### src/rtl/pc_unit.sv
// Program counter with stall-aware redirect latching and exception override.
// Optional return-address stack compiled only when PC_UNIT_RAS_EN is defined.
module pc_unit #(
  parameter int unsigned      WIDTH     = 32,
  parameter logic [WIDTH-1:0] RESET_VEC = '0,
  parameter logic [WIDTH-1:0] EXC_VEC   = WIDTH'(32'h0000_0180),
  parameter int unsigned      INC       = 4,
  parameter int unsigned      RAS_DEPTH = 4
) (
  input  logic             clk,
  input  logic             reset,
  input  logic             freeze,
  input  logic             redirect_valid,
  input  logic [WIDTH-1:0] redirect_target,
  input  logic             exc_valid,
  input  logic             call,
  input  logic             ret,
  output logic [WIDTH-1:0] pc,
  output logic [WIDTH-1:0] pc_plus,
  output logic             redirect_pending,
  output logic             ras_empty,
  output logic             ras_full
);

  logic [WIDTH-1:0] pend_tgt;
  logic [WIDTH-1:0] seq_pc;
  logic             advance;

  assign pc_plus = pc + WIDTH'(INC);
  // Only a plain sequential-advance cycle may touch the stack.
  assign advance = !exc_valid && !redirect_valid && !redirect_pending && !freeze;

`ifdef PC_UNIT_RAS_EN
  localparam int unsigned PW = (RAS_DEPTH > 1) ? $clog2(RAS_DEPTH) : 1;

  logic [WIDTH-1:0] stack [RAS_DEPTH];
  logic [PW-1:0]    sp;
  logic [PW-1:0]    top_idx;
  logic [PW:0]      cnt;
  logic             do_push;
  logic             do_pop;

  assign top_idx   = sp - PW'(1);
  assign ras_empty = (cnt == '0);
  assign ras_full  = (cnt == (PW+1)'(RAS_DEPTH));
  assign do_push   = advance && call;
  assign do_pop    = advance && ret && !ras_empty;
  assign seq_pc    = do_pop ? stack[top_idx] : pc_plus;

  // Circular pointer: a push when full wraps onto the oldest entry.
  always_ff @(posedge clk or negedge reset) begin
    if (!reset) begin
      sp  <= '0;
      cnt <= '0;
    end else if (do_push && !do_pop) begin
      sp <= sp + PW'(1);
      if (!ras_full) cnt <= cnt + (PW+1)'(1);
    end else if (do_pop && !do_push) begin
      sp  <= top_idx;
      cnt <= cnt - (PW+1)'(1);
    end
  end

  always_ff @(posedge clk) begin
    if (do_push && do_pop)  stack[top_idx] <= pc_plus;
    else if (do_push)       stack[sp]      <= pc_plus;
  end
`else
  logic unused_ras;
  assign unused_ras = call ^ ret ^ advance;
  assign ras_empty  = 1'b1;
  assign ras_full   = 1'b0;
  assign seq_pc     = pc_plus;
`endif

  always_ff @(posedge clk or negedge reset) begin
    if (!reset) begin
      pc               <= RESET_VEC;
      pend_tgt         <= '0;
      redirect_pending <= 1'b0;
    end else if (exc_valid) begin
      pc               <= EXC_VEC;
      redirect_pending <= 1'b0;
    end else if (redirect_valid && !freeze) begin
      pc               <= redirect_target;
      redirect_pending <= 1'b0;
    end else if (redirect_valid) begin
      pend_tgt         <= redirect_target;
      redirect_pending <= 1'b1;
    end else if (redirect_pending && !freeze) begin
      pc               <= pend_tgt;
      redirect_pending <= 1'b0;
    end else if (!freeze) begin
      pc <= seq_pc;
    end
  end

endmodule

### config.mk
export PLATFORM = sky130hd
export DESIGN_NAME = pc_unit
export DESIGN_NICKNAME = d
export VERILOG_FILES = /design/src/rtl/pc_unit.sv
export SDC_FILE = /design/constraint.sdc
export NUM_CORES = 1
export LEC_CHECK = 0
export ABC_AREA = 0
export BUFFER_PORTS_ARGS = -buffer_cell sky130_fd_sc_hd__buf_2
export CORE_UTILIZATION = 60
export CTS_BUF_LIST = sky130_fd_sc_hd__clkbuf_4 sky130_fd_sc_hd__clkbuf_8
export DETAILED_ROUTE_END_ITERATION = 6
export PLACE_DENSITY = 0.85
export REMOVE_ABC_BUFFERS = 1
export SYNTH_ARGS = -nofsm -noshare
export SYNTH_HDL_FRONTEND = slang
export SYNTH_SLANG_ARGS = --single-unit
### constraint.sdc
create_clock -name clk -period 3.4 [get_ports clk]
set_clock_uncertainty 0.15 [all_clocks]
set_input_delay 0.68 -clock clk [delete_from_list [all_inputs] [get_ports clk]]
set_output_delay 0.68 -clock clk [all_outputs]
set_load 0.02 [all_outputs]
### After elaboration in Yosys (flattened, before gate mapping)

Cells that the tools add are included.

| word-level totals | value |
|---|---|
| bits in registers | 65 |
| logic and storage cells | 23 |

| operators by class | value |
|---|---|
| muxes and demuxes | 9 |
| bitwise operators | 2 |
| equality and inequality tests | 2 |
| reduce and logical (&&, ||, !) cells | 6 |
| add/subtract/negate cells | 1 |

Operators by type and width:

| cell | number |
|---|---|
| $mux W32 | 5 |
| $add A32 B3 Y32 const B | 1 |
| $mux W1 | 4 |
| $ne A4 B1 Y1 const B | 1 |
| $reduce_bool A4 Y1 | 1 |
| $ne A3 B1 Y1 const B | 1 |
| $reduce_and A3 Y1 | 1 |
| $logic_and A1 B1 Y1 | 2 |
| $not A1 Y1 | 2 |
| $reduce_and A2 Y1 | 1 |
| $logic_not A1 Y1 | 1 |

### Logic depth before layout (Yosys ltp)

| depth | value |
|---|---|
| word-level depth | 6 |
| gate-level depth with buffers | 7 |

### Least setup slack after synthesis

No wires, ideal clock.

| timing | value |
|---|---|
| path type | flip-flop to output port |
| start | reg pc[2] |
| end | out pc_plus[24] |
| buffers on the path | 0 |
| data required time | 2.570 ns |
| arrival time | 1.878 ns |
| cell stages (with the launch flop) | 6 |
| setup slack | 0.692 ns |
| path through | dfrtp_1 > ha_1 > nand3_1 > nor4_4 > nand3_1 > xnor2_1 |

| on the way | value |
|---|---|
| cells in the longest elaborated chain, start to end | 1 |

RTL lines:

| element | RTL line | text |
|---|---|---|
| from (decl) | 18 | `output logic [WIDTH-1:0] pc,` |
| from (signal assigned) | 85 | `pc <= redirect_target;` |
| from (signal assigned) | 91 | `pc <= pend_tgt;` |
| from (signal assigned) | 94 | `pc <= seq_pc;` |
| $add A32 B3 Y32 | 29 | `assign pc_plus = pc + WIDTH'(INC);` |
| to (decl) | 19 | `output logic [WIDTH-1:0] pc_plus,` |

Every way passes these cells.

### Final worst setup path

| timing | value |
|---|---|
| start | reg pc[2] |
| end | out pc_plus[18] |

The elaborated chain is that of the path after synthesis.

==> impl_metrics.toml <==
[global_routing]
globalRouteOverflowTotal = 0
antenna_found_initial = 0
grt_max_degree = 27
grt_pass1_wl_um = 18700
grt_pass1_vias = 3725
track_usage = 0.332

[floorplan]
core_area_sq_um = 6490
boundaryPins = 106
initial_core_util = 0.635
num_rows = 29
dieArea_sq_um = 7210
die_width_um = 84.9
die_h_um = 84.9

[power_and_ir_drop]
pwr_density_cell_nw_per_um2 = 417
ir_worst_vdd_uv = 319
power_leakage_nw = 2.27

[place]
gp_congestion = 0.847
hpwlAfterDp_um = 8100
io_buffers = 101
place_inst = 574

[final_layout]
final_cell_mix = "101 x buf_2, 65 x dfrtp_1, 32 x mux2_2, 22 x nand2_1, 21 x inv_1"
nets = 549
final_common_cell = "buf_2"
fin_cells = 591
diodes = 0
area_growth_pct = 17.4
drive_above_1_share = 0.368

[worst_setup_path]
worstSetupStartpoint = "pc[2]"
crit_arrival_ns = 2.46
crit_path_end_kind = "primary output"
criticalPathCategory = "flop to primary output"
cp_max_fo = 7
crit_required_ns = 2.57
cp-start-kind = "flop"
timing.rr.start = "pc[2]"

[clocking]
clock_latency_ns = 0.36
clockBufferDepth = 2
cts_root_buffer = "clkbuf_8"
clock-sinks = 65
ctsHoldBuffers = 0
clk_pin_slew_ns = 0.07
htreeDepth = 3
cts_buffers = 9
cts_tree = "yes"
cts_resized = 0
cts_setup_buffers = 0

[logic_synthesis]
yosys.area.top_type = "dfrtp_1"
synth_area_per_cell_sq_um = 9.90
synth_edf_count = 0
ys_ff_latch = 65
async_reset_ff_frac = 1.00
synth_top_area_frac = 0.394
yosys-top-cells-area = "dfrtp_1 39%, mux2_2 8.7%, xnor2_1 3.6%, o221a_2 3.0%, nand3_1 2.2%"
ys_seq_area_frac = 0.394
synthCells = 417
ys.flop_type = "dfrtp_1"
ys_types = 63
yosys_warnings = 0
netlist_area_sq_um = 4130

[route]
post_drt_wl_per_cell_um = 19.6
ant_nets = 0
vias_per_cell = 6.68
met2_length_um = 5780
top_layer = "met4"
routedLengthMet1_um = 4600
routed_wl_um = 11600
vias = 3945
post-route-drc-count = 7
dr.pass1.iters = 7
route.met3.wl_um = 909
drt_iter0_markers = 428

[min_path]
hold_class = "primary input to async pin"

[run_status]
status = "finished with violations"
violations = "DRC"

[sta]
fmax_ghz = 0.304
min_period_ns = 3.29
post-route-period-util = 0.969
whs_ns = 0.177
rsz0062_at_grt = "no"
tns_ns = 0
finalSetupViolations = 0
finalHoldViolCount = 0
relSlewSlack = 0.589
worst_pin_slew_ns = 0.616
slew_violations = 0

[flow_run]
cap_violations = 0
## cells in the mapped netlist (2+ instances only)
cell type and number:
mux2i_1 2, xor2_1 10, o22ai_1 7, buf_4 8, nor3b_1 3, a221oi_1 3, o221ai_1 5, buf_2 13
a211oi_1 3, a22oi_1 9, nand4_1 11, a21o_1 2, nand4b_1 2, nand2_1 22, nand3_1 18, inv_1 21
clkbuf_1 7, o2bb2ai_1 2, nor2_1 18, a32oi_1 6, dfrtp_1 65, o311ai_0 4, nor4_1 2, a221o_1 4
nand4_2 3, xnor2_1 17, nor4_2 3, and3_1 6, and2_1 2, buf_1 3, mux2_2 32, or3_4 2
nor4_4 2, o21ai_0 18, o221a_2 11, buf_6 2, nor2b_1 3, o21a_1 2, nor3_1 10, nand2b_1 8
a21oi_1 8, and4_1 5, o211ai_1 12, conb_1 2
## cells by family (layout without fill, tap and decap cells)
logic type,Yosys count,after routing,share of synthesized area
AOI/OAI and AO/OA,105,105,0.195
xor gates and xnor gates,27,27,0.0573
adders and majority gates,1,1,0.00303
buffers and inverters,56,153,0.0661
DFF,65,65,0.394
muxes,34,34,0.0922
other,2,2,0.00182
and+or+nand+nor,127,127,0.190
## worst max-delay path: stages (launching register included)
cell and delay, ns:
dfrtp_1 0.45, ha_1 0.26, nand3_1 0.35, nor4_4 0.47, buf_4 0.23, xnor2_1 0.15
buf_2 0.20
## stage by stage
step | area [sq um] | total power [mW] | utilization | setup WS (ns)
after floorplan | 3940 | 1.19 | - | 0.595
after global placement | 4640 | 1.34 | 0.714 | 0.599
after detailed placement | 4640 | 1.36 | 0.714 | 0.555
after CTS | 4840 | 2.02 | 0.745 | 0.174
after global routing | 4840 | 2.09 | 0.746 | 0.0174
final | 4840 | 2.02 | 0.746 | 0.106
## routing by layer
| metal | GRT usage | up-vias |
|---|---|---|
| met5 | 0 | - |
| met4 | 0.125 | 0 |
| met3 | 0.0613 | 25 |
| met2 | 0.561 | 227 |
| met1 | 0.429 | 1940 |
| li1 | - | 1753 |
## where the power goes
group | leakage, nW | internal (mW) | switching, mW
clock network | 0.0939 | 0.344 | 0.319
logic | 1.36 | 0.171 | 0.228
registers | 0.815 | 0.868 | 0.0871
## registers in the layout, indices dropped and copies added (netlist names)
name,count
pend_tgt,32
redirect_pending,1
pc,32
## final timing paths
| kind | to | slack [ns] | cells after the start |
|---|---|---|---|
| worst max register to register | pc[18] | 1.14 | 6 |
| worst min register to register | pend_tgt[4] | 0.35 | 1 |
| worst max-delay path | pc_plus[18] | 0.11 | 6 |
| min in group clk | pend_tgt[4] | 0.35 | 1 |
| worst min-delay path | pc[5] | 0.18 | 1 |
| max in group asynchronous | pend_tgt[30] | 2.18 | 2 |
## layout make-up
class	count	area, sq um
clock inverters	3	22.5
flip-flops and latches	65	1630
inverters	22	82.6
repair buffers	115	611
well taps	77	96.3
fillers	477	1650
clock buffers	13	179
multi-input cells	296	2230
Power figures use the tool's default switching activity.
